--- src/rtl/fpga_host_uart_system_if.sv ---
// Board-side signal bundle of the UART loopback host: serial pins, the
// finish-packet request and the status outputs.
interface fpga_host_uart_system_if;
  logic rx_i;
  logic tx_o;
  logic send_i;
  logic error_o;
  logic reset_o;

  // Host/board side drives the serial input and the send request.
  modport master (
    output rx_i,
    output send_i,
    input  tx_o,
    input  error_o,
    input  reset_o
  );

  // The loopback block itself.
  modport slave (
    input  rx_i,
    input  send_i,
    output tx_o,
    output error_o,
    output reset_o
  );
endinterface

--- src/rtl/fpga_host_uart_system.sv ---
// UART NBF loopback: receives 14-byte NBF packets on rx, buffers them in an
// input FIFO, moves them to an output FIFO and re-serializes them on tx.
// send_i injects a finish packet; error_o is a sticky fault flag.
module fpga_host_uart_system #(
  parameter int nbf_addr_width_p        = 40,
  parameter int nbf_data_width_p        = 64,
  parameter int uart_clk_per_bit_p      = 10416,
  parameter int uart_data_bits_p        = 8,
  parameter int uart_parity_bit_p       = 0,
  parameter int uart_parity_odd_p       = 0,
  parameter int uart_stop_bits_p        = 1,
  parameter int io_in_nbf_buffer_els_p  = 4,
  parameter int io_out_nbf_buffer_els_p = 4
) (
  input logic                    sys_clk_i,
  input logic                    reset_i,
  fpga_host_uart_system_if.slave io
);

  localparam int PKT_W     = 8 + nbf_addr_width_p + nbf_data_width_p;
  localparam int PKT_BYTES = PKT_W / 8;
  localparam int BYTE_CW   = (PKT_BYTES > 1) ? $clog2(PKT_BYTES) : 1;
  localparam int CNT_W     = (uart_clk_per_bit_p > 1) ? $clog2(uart_clk_per_bit_p) : 1;
  localparam int IN_AW     = (io_in_nbf_buffer_els_p > 1) ? $clog2(io_in_nbf_buffer_els_p) : 1;
  localparam int IN_CW     = $clog2(io_in_nbf_buffer_els_p + 1);
  localparam int OUT_AW    = (io_out_nbf_buffer_els_p > 1) ? $clog2(io_out_nbf_buffer_els_p) : 1;
  localparam int OUT_CW    = $clog2(io_out_nbf_buffer_els_p + 1);

  localparam logic [CNT_W-1:0]   BIT_LAST  = CNT_W'(uart_clk_per_bit_p - 1);
  localparam logic [CNT_W-1:0]   HALF_LAST = CNT_W'(uart_clk_per_bit_p / 2 - 1);
  localparam logic [3:0]         DBIT_LAST = 4'(uart_data_bits_p - 1);
  localparam logic [3:0]         STOP_LAST = 4'(uart_stop_bits_p - 1);
  localparam logic [BYTE_CW-1:0] BYTE_LAST = BYTE_CW'(PKT_BYTES - 1);
  localparam logic [8:0]         DATA_MASK = 9'((1 << uart_data_bits_p) - 1);
  localparam logic               PAR_EN    = (uart_parity_bit_p != 0);
  localparam logic               PAR_ODD   = (uart_parity_odd_p != 0);
  localparam logic [IN_CW-1:0]   IN_FULL   = IN_CW'(io_in_nbf_buffer_els_p);
  localparam logic [IN_AW-1:0]   IN_LAST   = IN_AW'(io_in_nbf_buffer_els_p - 1);
  localparam logic [OUT_CW-1:0]  OUT_FULL  = OUT_CW'(io_out_nbf_buffer_els_p);
  localparam logic [OUT_AW-1:0]  OUT_LAST  = OUT_AW'(io_out_nbf_buffer_els_p - 1);

  typedef logic [PKT_BYTES-1:0][7:0] pkt_t;
  localparam pkt_t FINISH_PKT = pkt_t'({{(PKT_W - 8){1'b0}}, 8'hFF});

  typedef enum logic [2:0] {RX_IDLE, RX_START, RX_DATA, RX_PARITY, RX_STOP} rx_state_e;
  typedef enum logic [2:0] {TX_IDLE, TX_START, TX_DATA, TX_PARITY, TX_STOP} tx_state_e;

  // Parity bit value that goes with a data word (only the configured data bits count).
  function automatic logic parity_of(input logic [8:0] d);
    return (^(d & DATA_MASK)) ^ PAR_ODD;
  endfunction

  // Receiver state
  logic             rx_s1_q, rx_s1_d, rx_s2_q, rx_s2_d, rx_prev_q, rx_prev_d;
  rx_state_e        rx_state_q, rx_state_d;
  logic [CNT_W-1:0] rx_cnt_q, rx_cnt_d;
  logic [3:0]       rx_bit_q, rx_bit_d;
  logic [8:0]       rx_shift_q, rx_shift_d;
  logic             rx_par_q, rx_par_d;
  logic             rx_valid, rx_err;

  // Packet assembly and FIFOs
  pkt_t               pkt_q, pkt_d;
  logic [BYTE_CW-1:0] sipo_cnt_q, sipo_cnt_d, piso_cnt_q, piso_cnt_d;
  pkt_t               in_mem_q [io_in_nbf_buffer_els_p];
  pkt_t               out_mem_q [io_out_nbf_buffer_els_p];
  logic [IN_AW-1:0]   in_wptr_q, in_wptr_d, in_rptr_q, in_rptr_d;
  logic [IN_CW-1:0]   in_cnt_q, in_cnt_d;
  logic [OUT_AW-1:0]  out_wptr_q, out_wptr_d, out_rptr_q, out_rptr_d;
  logic [OUT_CW-1:0]  out_cnt_q, out_cnt_d;
  logic               in_push_req, in_push, in_pop, in_drop, in_we;
  logic               out_push, out_pop, out_we, send_drop;
  pkt_t               in_wdata, out_wdata;

  // Transmitter state
  tx_state_e        tx_state_q, tx_state_d;
  logic [CNT_W-1:0] tx_cnt_q, tx_cnt_d;
  logic [3:0]       tx_bit_q, tx_bit_d;
  logic [8:0]       tx_shift_q, tx_shift_d;
  logic             tx_par_q, tx_par_d;
  logic             tx_line_q, tx_line_d;
  logic             tx_valid, tx_ready;
  logic [7:0]       tx_byte;

  logic error_q, error_d, rst_out_q, rst_out_d;

  assign tx_ready = (tx_state_q == TX_IDLE);

  // Receiver: input synchronizer, start-edge detect, mid-bit sampling, frame checks.
  always_comb begin
    rx_s1_d    = io.rx_i;
    rx_s2_d    = rx_s1_q;
    rx_prev_d  = rx_s2_q;
    rx_state_d = rx_state_q;
    rx_cnt_d   = rx_cnt_q;
    rx_bit_d   = rx_bit_q;
    rx_shift_d = rx_shift_q;
    rx_par_d   = rx_par_q;
    rx_valid   = 1'b0;
    rx_err     = 1'b0;
    case (rx_state_q)
      RX_IDLE: begin
        // A falling edge, not a low level, starts a frame, so a line still
        // low after a bad stop bit cannot launch a bogus frame.
        if (rx_prev_q && !rx_s2_q) begin
          rx_state_d = RX_START;
          rx_cnt_d   = '0;
        end
      end
      RX_START: begin
        if (rx_cnt_q == HALF_LAST) begin
          rx_cnt_d   = '0;
          rx_bit_d   = '0;
          rx_state_d = rx_s2_q ? RX_IDLE : RX_DATA;
        end else begin
          rx_cnt_d = rx_cnt_q + 1'b1;
        end
      end
      RX_DATA: begin
        if (rx_cnt_q == BIT_LAST) begin
          rx_cnt_d = '0;
          rx_shift_d = {1'b0, rx_shift_q[8:1]};
          rx_shift_d[uart_data_bits_p-1] = rx_s2_q;
          if (rx_bit_q == DBIT_LAST) begin
            rx_bit_d   = '0;
            rx_state_d = PAR_EN ? RX_PARITY : RX_STOP;
          end else begin
            rx_bit_d = rx_bit_q + 1'b1;
          end
        end else begin
          rx_cnt_d = rx_cnt_q + 1'b1;
        end
      end
      RX_PARITY: begin
        if (rx_cnt_q == BIT_LAST) begin
          rx_cnt_d   = '0;
          rx_par_d   = rx_s2_q;
          rx_state_d = RX_STOP;
        end else begin
          rx_cnt_d = rx_cnt_q + 1'b1;
        end
      end
      RX_STOP: begin
        if (rx_cnt_q == BIT_LAST) begin
          rx_cnt_d = '0;
          if (!rx_s2_q) begin
            rx_err     = 1'b1;
            rx_state_d = RX_IDLE;
          end else if (rx_bit_q == STOP_LAST) begin
            rx_state_d = RX_IDLE;
            if (PAR_EN && (parity_of(rx_shift_q) != rx_par_q)) rx_err = 1'b1;
            else rx_valid = 1'b1;
          end else begin
            rx_bit_d = rx_bit_q + 1'b1;
          end
        end else begin
          rx_cnt_d = rx_cnt_q + 1'b1;
        end
      end
      default: rx_state_d = RX_IDLE;
    endcase
  end

  // Packet assembly, input/output FIFOs, loopback move, send_i injection and byte feed to TX.
  always_comb begin
    pkt_d       = pkt_q;
    sipo_cnt_d  = sipo_cnt_q;
    in_push_req = 1'b0;
    if (rx_valid) begin
      pkt_d[sipo_cnt_q] = rx_shift_q[7:0];
      if (sipo_cnt_q == BYTE_LAST) begin
        sipo_cnt_d  = '0;
        in_push_req = 1'b1;
      end else begin
        sipo_cnt_d = sipo_cnt_q + 1'b1;
      end
    end

    tx_valid   = (out_cnt_q != '0);
    tx_byte    = out_mem_q[out_rptr_q][piso_cnt_q];
    piso_cnt_d = piso_cnt_q;
    out_pop    = 1'b0;
    if (tx_valid && tx_ready) begin
      if (piso_cnt_q == BYTE_LAST) begin
        piso_cnt_d = '0;
        out_pop    = 1'b1;
      end else begin
        piso_cnt_d = piso_cnt_q + 1'b1;
      end
    end

    // A finish request wins the out-FIFO write port over the loopback move.
    out_push  = 1'b0;
    out_wdata = FINISH_PKT;
    in_pop    = 1'b0;
    send_drop = 1'b0;
    if (io.send_i) begin
      if ((out_cnt_q != OUT_FULL) || out_pop) out_push = 1'b1;
      else send_drop = 1'b1;
    end else if ((in_cnt_q != '0) && (out_cnt_q != OUT_FULL)) begin
      in_pop    = 1'b1;
      out_push  = 1'b1;
      out_wdata = in_mem_q[in_rptr_q];
    end

    in_push  = in_push_req && ((in_cnt_q != IN_FULL) || in_pop);
    in_drop  = in_push_req && !in_push;
    in_we    = in_push;
    in_wdata = pkt_d;
    out_we   = out_push;

    in_wptr_d = in_push ? ((in_wptr_q == IN_LAST) ? '0 : in_wptr_q + 1'b1) : in_wptr_q;
    in_rptr_d = in_pop  ? ((in_rptr_q == IN_LAST) ? '0 : in_rptr_q + 1'b1) : in_rptr_q;
    in_cnt_d  = in_cnt_q;
    case ({in_push, in_pop})
      2'b10:   in_cnt_d = in_cnt_q + 1'b1;
      2'b01:   in_cnt_d = in_cnt_q - 1'b1;
      default: in_cnt_d = in_cnt_q;
    endcase

    out_wptr_d = out_push ? ((out_wptr_q == OUT_LAST) ? '0 : out_wptr_q + 1'b1) : out_wptr_q;
    out_rptr_d = out_pop  ? ((out_rptr_q == OUT_LAST) ? '0 : out_rptr_q + 1'b1) : out_rptr_q;
    out_cnt_d  = out_cnt_q;
    case ({out_push, out_pop})
      2'b10:   out_cnt_d = out_cnt_q + 1'b1;
      2'b01:   out_cnt_d = out_cnt_q - 1'b1;
      default: out_cnt_d = out_cnt_q;
    endcase

    error_d   = error_q | rx_err | in_drop | send_drop;
    rst_out_d = reset_i;
  end

  // Transmitter: accepts a byte only in idle, then walks start/data/parity/stop bit slots.
  always_comb begin
    tx_state_d = tx_state_q;
    tx_cnt_d   = tx_cnt_q;
    tx_bit_d   = tx_bit_q;
    tx_shift_d = tx_shift_q;
    tx_par_d   = tx_par_q;
    case (tx_state_q)
      TX_IDLE: begin
        if (tx_valid) begin
          tx_state_d = TX_START;
          tx_cnt_d   = '0;
          tx_shift_d = {1'b0, tx_byte};
          tx_par_d   = parity_of({1'b0, tx_byte});
        end
      end
      TX_START: begin
        if (tx_cnt_q == BIT_LAST) begin
          tx_cnt_d   = '0;
          tx_bit_d   = '0;
          tx_state_d = TX_DATA;
        end else begin
          tx_cnt_d = tx_cnt_q + 1'b1;
        end
      end
      TX_DATA: begin
        if (tx_cnt_q == BIT_LAST) begin
          tx_cnt_d   = '0;
          tx_shift_d = {1'b0, tx_shift_q[8:1]};
          if (tx_bit_q == DBIT_LAST) begin
            tx_bit_d   = '0;
            tx_state_d = PAR_EN ? TX_PARITY : TX_STOP;
          end else begin
            tx_bit_d = tx_bit_q + 1'b1;
          end
        end else begin
          tx_cnt_d = tx_cnt_q + 1'b1;
        end
      end
      TX_PARITY: begin
        if (tx_cnt_q == BIT_LAST) begin
          tx_cnt_d   = '0;
          tx_bit_d   = '0;
          tx_state_d = TX_STOP;
        end else begin
          tx_cnt_d = tx_cnt_q + 1'b1;
        end
      end
      TX_STOP: begin
        if (tx_cnt_q == BIT_LAST) begin
          tx_cnt_d = '0;
          if (tx_bit_q == STOP_LAST) tx_state_d = TX_IDLE;
          else tx_bit_d = tx_bit_q + 1'b1;
        end else begin
          tx_cnt_d = tx_cnt_q + 1'b1;
        end
      end
      default: tx_state_d = TX_IDLE;
    endcase
    case (tx_state_d)
      TX_START:  tx_line_d = 1'b0;
      TX_DATA:   tx_line_d = tx_shift_d[0];
      TX_PARITY: tx_line_d = tx_par_d;
      default:   tx_line_d = 1'b1;
    endcase
  end

  // Control registers: state machines, counters, pointers, flags.
  always_ff @(posedge sys_clk_i) begin
    rst_out_q <= rst_out_d;
    if (reset_i) begin
      rx_s1_q    <= 1'b1;
      rx_s2_q    <= 1'b1;
      rx_prev_q  <= 1'b1;
      rx_state_q <= RX_IDLE;
      rx_cnt_q   <= '0;
      rx_bit_q   <= '0;
      sipo_cnt_q <= '0;
      piso_cnt_q <= '0;
      in_wptr_q  <= '0;
      in_rptr_q  <= '0;
      in_cnt_q   <= '0;
      out_wptr_q <= '0;
      out_rptr_q <= '0;
      out_cnt_q  <= '0;
      tx_state_q <= TX_IDLE;
      tx_cnt_q   <= '0;
      tx_bit_q   <= '0;
      tx_line_q  <= 1'b1;
      error_q    <= 1'b0;
    end else begin
      rx_s1_q    <= rx_s1_d;
      rx_s2_q    <= rx_s2_d;
      rx_prev_q  <= rx_prev_d;
      rx_state_q <= rx_state_d;
      rx_cnt_q   <= rx_cnt_d;
      rx_bit_q   <= rx_bit_d;
      sipo_cnt_q <= sipo_cnt_d;
      piso_cnt_q <= piso_cnt_d;
      in_wptr_q  <= in_wptr_d;
      in_rptr_q  <= in_rptr_d;
      in_cnt_q   <= in_cnt_d;
      out_wptr_q <= out_wptr_d;
      out_rptr_q <= out_rptr_d;
      out_cnt_q  <= out_cnt_d;
      tx_state_q <= tx_state_d;
      tx_cnt_q   <= tx_cnt_d;
      tx_bit_q   <= tx_bit_d;
      tx_line_q  <= tx_line_d;
      error_q    <= error_d;
    end
  end

  // Data registers: shift registers, packet assembly and FIFO storage carry no reset.
  always_ff @(posedge sys_clk_i) begin
    rx_shift_q <= rx_shift_d;
    rx_par_q   <= rx_par_d;
    tx_shift_q <= tx_shift_d;
    tx_par_q   <= tx_par_d;
    pkt_q      <= pkt_d;
    if (in_we) in_mem_q[in_wptr_q] <= in_wdata;
    if (out_we) out_mem_q[out_wptr_q] <= out_wdata;
  end

  assign io.tx_o    = tx_line_q;
  assign io.error_o = error_q;
  assign io.reset_o = rst_out_q;

endmodule

--- src/flat_wrapper.sv ---
// flat-port wrapper written by rule: the top's interface ports become plain ports
module fpga_host_uart_system_flat 
#(
  parameter int nbf_addr_width_p        = 40,
  parameter int nbf_data_width_p        = 64,
  parameter int uart_clk_per_bit_p      = 10416,
  parameter int uart_data_bits_p        = 8,
  parameter int uart_parity_bit_p       = 0,
  parameter int uart_parity_odd_p       = 0,
  parameter int uart_stop_bits_p        = 1,
  parameter int io_in_nbf_buffer_els_p  = 4,
  parameter int io_out_nbf_buffer_els_p = 4
)
  (sys_clk_i, reset_i, io_rx_i, io_send_i, io_tx_o, io_error_o, io_reset_o);
  fpga_host_uart_system_if io_i ();
  input logic sys_clk_i;
  input logic reset_i;
  input wire logic [$bits(io_i.rx_i)-1:0] io_rx_i;
  input wire logic [$bits(io_i.send_i)-1:0] io_send_i;
  output wire logic [$bits(io_i.tx_o)-1:0] io_tx_o;
  output wire logic [$bits(io_i.error_o)-1:0] io_error_o;
  output wire logic [$bits(io_i.reset_o)-1:0] io_reset_o;
  assign io_i.rx_i = io_rx_i;
  assign io_i.send_i = io_send_i;
  assign io_tx_o = io_i.tx_o;
  assign io_error_o = io_i.error_o;
  assign io_reset_o = io_i.reset_o;
  fpga_host_uart_system #(.nbf_addr_width_p(nbf_addr_width_p), .nbf_data_width_p(nbf_data_width_p), .uart_clk_per_bit_p(uart_clk_per_bit_p), .uart_data_bits_p(uart_data_bits_p), .uart_parity_bit_p(uart_parity_bit_p), .uart_parity_odd_p(uart_parity_odd_p), .uart_stop_bits_p(uart_stop_bits_p), .io_in_nbf_buffer_els_p(io_in_nbf_buffer_els_p), .io_out_nbf_buffer_els_p(io_out_nbf_buffer_els_p)) u_core (.sys_clk_i(sys_clk_i), .reset_i(reset_i), .io(io_i));
endmodule
--- config.mk ---
export PLATFORM = sky130hd
export DESIGN_NAME = fpga_host_uart_system_flat
export DESIGN_NICKNAME = d
export VERILOG_FILES = /design/src/rtl/fpga_host_uart_system_if.sv /design/src/rtl/fpga_host_uart_system.sv /design/src/flat_wrapper.sv
export SDC_FILE = /design/constraint.sdc
export NUM_CORES = 1
export LEC_CHECK = 0
export BUFFER_PORTS_ARGS = -buffer_cell sky130_fd_sc_hd__buf_2
export CORE_MARGIN = 5
export CORE_UTILIZATION = 62
export CTS_CLUSTER_SIZE = 24
export DETAILED_ROUTE_END_ITERATION = 8
export MAX_ROUTING_LAYER = met4
export PLACE_DENSITY = 0.78
export REMOVE_ABC_BUFFERS = 1
export SETUP_SLACK_MARGIN = 0.02
export SYNTH_ARGS = -nofsm -noshare
export SYNTH_HDL_FRONTEND = slang
export SYNTH_SLANG_ARGS = --single-unit
export TNS_END_PERCENT = 5
--- constraint.sdc ---
create_clock -name sys_clk_i -period 6.1 [get_ports sys_clk_i]
set_input_delay 1.22 -clock sys_clk_i [delete_from_list [all_inputs] [get_ports sys_clk_i]]
set_output_delay 1.22 -clock sys_clk_i [all_outputs]
set_load 0.005 [all_outputs]
==> impl.org <==
** STA
- Number of endpoints with negative hold slack in the final report :: 0
- In the finished design, the share of the clock period the worst path needs comes to 68.48%.
- Fmax :: 239.4 MHz
- The number of slew-limit violations in the final report is 0.
- Period minus WS final :: 4.178 ns
- Across all hold checks on the routed design, the worst slack comes to 0.4092 ns.
- Final TNS setup :: 0 ns
- Number of setup violations in the final report :: 0
- Headroom to the max-slew limit :: 14.61%
- At the pin with the least slew margin, the transition time is 1.278 ns.
- The worst path meets setup with 1.922 ns of slack.
- Setup repair after global routing left no endpoint under its margin.
- Clock skew on the completed layout was measured at 0.02649 ns.

** Clocking
- Clock sink total :: 1,099
- In this run, CTS created clock tree buffers numbering 105.
- Clock tree from TritonCTS :: yes
- Clock Latency Late Sink :: 0.69 ns
- After clock tree synthesis, the clock-pin slew on the worst setup and hold paths is 0.06 ns.
- Clock root cell :: clkbuf_16
- Post-CTS Setup Inserts :: 0
- Counting along the longest clock path gives a buffer depth of 3.
- H-tree depth :: 3
- The number of gates resized after CTS was 0.
- The number of hold buffers added after CTS was 0.

** Synthesis
- Synth Warn # :: 0
- Counting every instance in the synthesized netlist gives 2,212.
- The most common cell in the synthesized netlist is edfxtp_1.
- Flops & latches, synth :: 1,099
- Mapped Area :: 41,970 µm²
- The share of the Yosys chip area taken by registers is 74.15%.
- Average cell area after synthesis :: 18.97 µm²
- In this run, synthesis inferred 911 flip-flops with an integrated enable.
- Post-synth ARST share :: 0%
- Post-synth top area cell :: edfxtp_1
- In the synthesized netlist the dominant register cell turns out to be edfxtp_1.
- Yosys attributes the largest share of cell area to edfxtp_1, mux4_2, dfxtp_1.
- Cell types with the highest counts after synthesis :: edfxtp_1, mux4_2, dfxtp_1, mux2_2, and2_1
- Count of cell types in the netlist :: 64
- The top cell type by area accounts for 65.18% of the synthesized area.

** Detailed routing
- Dividing the detail-routed wire length by the instance count gives 26.83 µm.
- The final layout contains routed wiring with a total length of 86.24 mm.
- Across all layers, the routed design uses 20,550 vias.
- Vias per Instance :: 6.393
- Drt pass-1 iters :: 5
- The detail route stage leaves a number of antenna-violating nets equal to 0.
- Initial detailed-routing violation count :: 2,205
- After detailed routing, the number of remaining DRC violations is 0.

** Setup path
- Of all nets on the critical path, the largest fanout is 59.
- Type of element launching the critical path :: register
- Crit. Startpoint :: u_core.tx_state_q[0]
- Crit path capture type :: register
- Max incr delay on CP :: 0.83 ns
- The worst register-to-register path has a depth of 7.
- Data on the critical path arrives at its endpoint at 4.53 ns.
- Worst setup path end :: u_core.out_mem_q[1][46]
- By startpoint and endpoint, the worst setup path is classified as reg -> reg.
- The worst register-to-register path begins at u_core.tx_state_q[0].
- In this run the critical register-to-register path is captured at u_core.out_mem_q[1][46].
- For the worst setup path, the data required time is 6.45 ns.
- Cell chain of the critical path :: or3_1 -> nor2b_1 -> and2_1 -> nand2b_1 -> a21oi_1 -> and2_4 -> buf_4
- R2r setup slk :: 1.92 ns
- On the critical path, the stage with the largest delay is an instance of and2_4.

** Min path
- The path class of the tightest hold or removal check is reg -> reg.

** Placed design
- Timing analysis after detailed placement gives a worst setup slack of 1.708 ns.
- At the end of routability-driven placement, the weighted congestion stood at 0.8123.
- Final HPWL DP :: 51.70 mm
- The count of buffers added on input and output ports is 6.

** Floorplanning
- Core region area :: 67,160 µm²
- The die covers 72,990 µm².
- Width of the die :: 270.2 µm
- Once the floorplan was initialized, standard cells occupied 62.49% of the core.
- Chip height :: 270.2 µm
- I/O pin count :: 7
- Cell row count :: 95

** Final layout
- The area growth from synthesis to layout is 10.74%.
- After the last flow step, the layout net total stands at 2,272.
- Layout cell share with drive strength beyond 1 :: 23.17%

** Global routing
- The number of antenna violations at the first check in global routing is 6.
- Maximum number of pins on one net before global-route repair :: 115
- Overflow after GRT :: 0
- Via count of the first global-routing pass :: 20,640
- The first global-routing pass estimated 130.8 mm of wire.
- GRT Total Usage :: 24.41%

** Run
- The tool flagged a number of max-cap violations equal to 0.

** Pwr
- VDD sags by at most 0.2438 mV.
- Leakage power total :: 15.34 nW
- For this design the ratio of total power to cell area is 325.9 nW/µm².

** Run status
- The flow ran to the end, and the final reports show no timing, DRC or antenna violations.
## state kept, by name (all words and copies together), names as in the netlist, 8 cells and up, named ones only
register	cells
u_core.in_mem_q	448
u_core.out_mem_q	448
u_core.pkt_q	112
u_core.rx_cnt_q	14
u_core.rx_shift_q	8
u_core.tx_cnt_q	14
u_core.tx_shift_q	8
## how the worst min path moves through the flow
stage | from | endpoint | slack (ns) | cells past startpoint
6_report | u_core.rx_s1_q | u_core.rx_prev_d | 0.41 | 1
3_5_place_dp | u_core.rx_s1_q | u_core.rx_prev_d | 0.40 | 1
5_1_grt | u_core.rx_s1_q | u_core.rx_prev_d | 0.42 | 1
2_1_floorplan | u_core.rx_s1_q | u_core.rx_prev_d | 0.39 | 1
3_3_place_gp | u_core.rx_s1_q | u_core.rx_prev_d | 0.39 | 1
4_1_cts | u_core.rx_s1_q | u_core.rx_prev_d | 0.41 | 1
## kinds of logic after synthesis
group / after synthesis / synth area share [%]
simple gates: 387 / 4.958
mux: 392 / 15.74
flops: 1099 / 74.15
compound gates: 162 / 2.543
buf+inv: 127 / 1.386
xor+xnor: 25 / 0.5873
fa+ha+maj: 20 / 0.6321
## cell type report
cell class	instances	area (µm²)
antenna	2	5.005
clock inverter	58	603.1
sequential	1099	31130
timing repair buffer	33	395.4
inverter	23	87.58
clock buffer	140	2870
fill	3882	20680
tap	873	1092
multi-input combinational	986	10290
## worst max-delay path, delay by kind of cell (launching register included)
kind	cells	cell delay [ns]
AO/OA/AOI/OAI	1	0.55
buffers and inverters	1	0.42
flip-flops	1	0.41
AND/OR/NAND/NOR	5	2.38
## report_power, final
part           switching (W)  internal, W
Clock                0.00275      0.00367
Combinational       0.000313     0.000190
Sequential         0.0000476      0.00817
Total                0.00311       0.0120
## metal layers
layer / vias up / wire length, µm / track usage (%)
met3: 147 / 6789 / 3.989
met1: 10670 / 36220 / 35.70
li1: 8880 / - / -
met5: - / 0 / -
met2: 845 / 40970 / 36.71
met4: 0 / 2257 / 6.928
## cell usage in the layout, fill, tap and decap left out, types with 11 or more instances in the layout
cell type	n
xor2_1	20
nor3_1	13
or3_1	14
dfxtp_1	184
a211oi_1	12
clkbuf_1	25
clkinv_2	15
nand2b_1	15
o21ai_0	34
nand4_1	11
buf_12	13
edfxtp_1	911
clkinv_1	17
o221ai_1	17
a21oi_1	50
buf_4	14
mux4_2	202
clkbuf_16	106
a221oi_1	15
ha_1	18
inv_1	20
nor2_1	79
nand3_1	16
and2_1	107
nand2_1	66
mux2_2	124
mux2i_1	66
nor2b_1	15
## stage by stage
stage          instances  cell area [µm²]  utilization (%)  power (W)
5_1_grt             3213            46470            69.20    0.01562
2_1_floorplan       2108            41470                -   0.008706
3_5_place_dp        3014            43000            64.02   0.008872
4_1_cts             3212            46470            69.19    0.01522
3_3_place_gp        3014            43000            64.02   0.008850
6_report            3214            46470            69.20    0.01515
(Power assumes the default switching activity.)
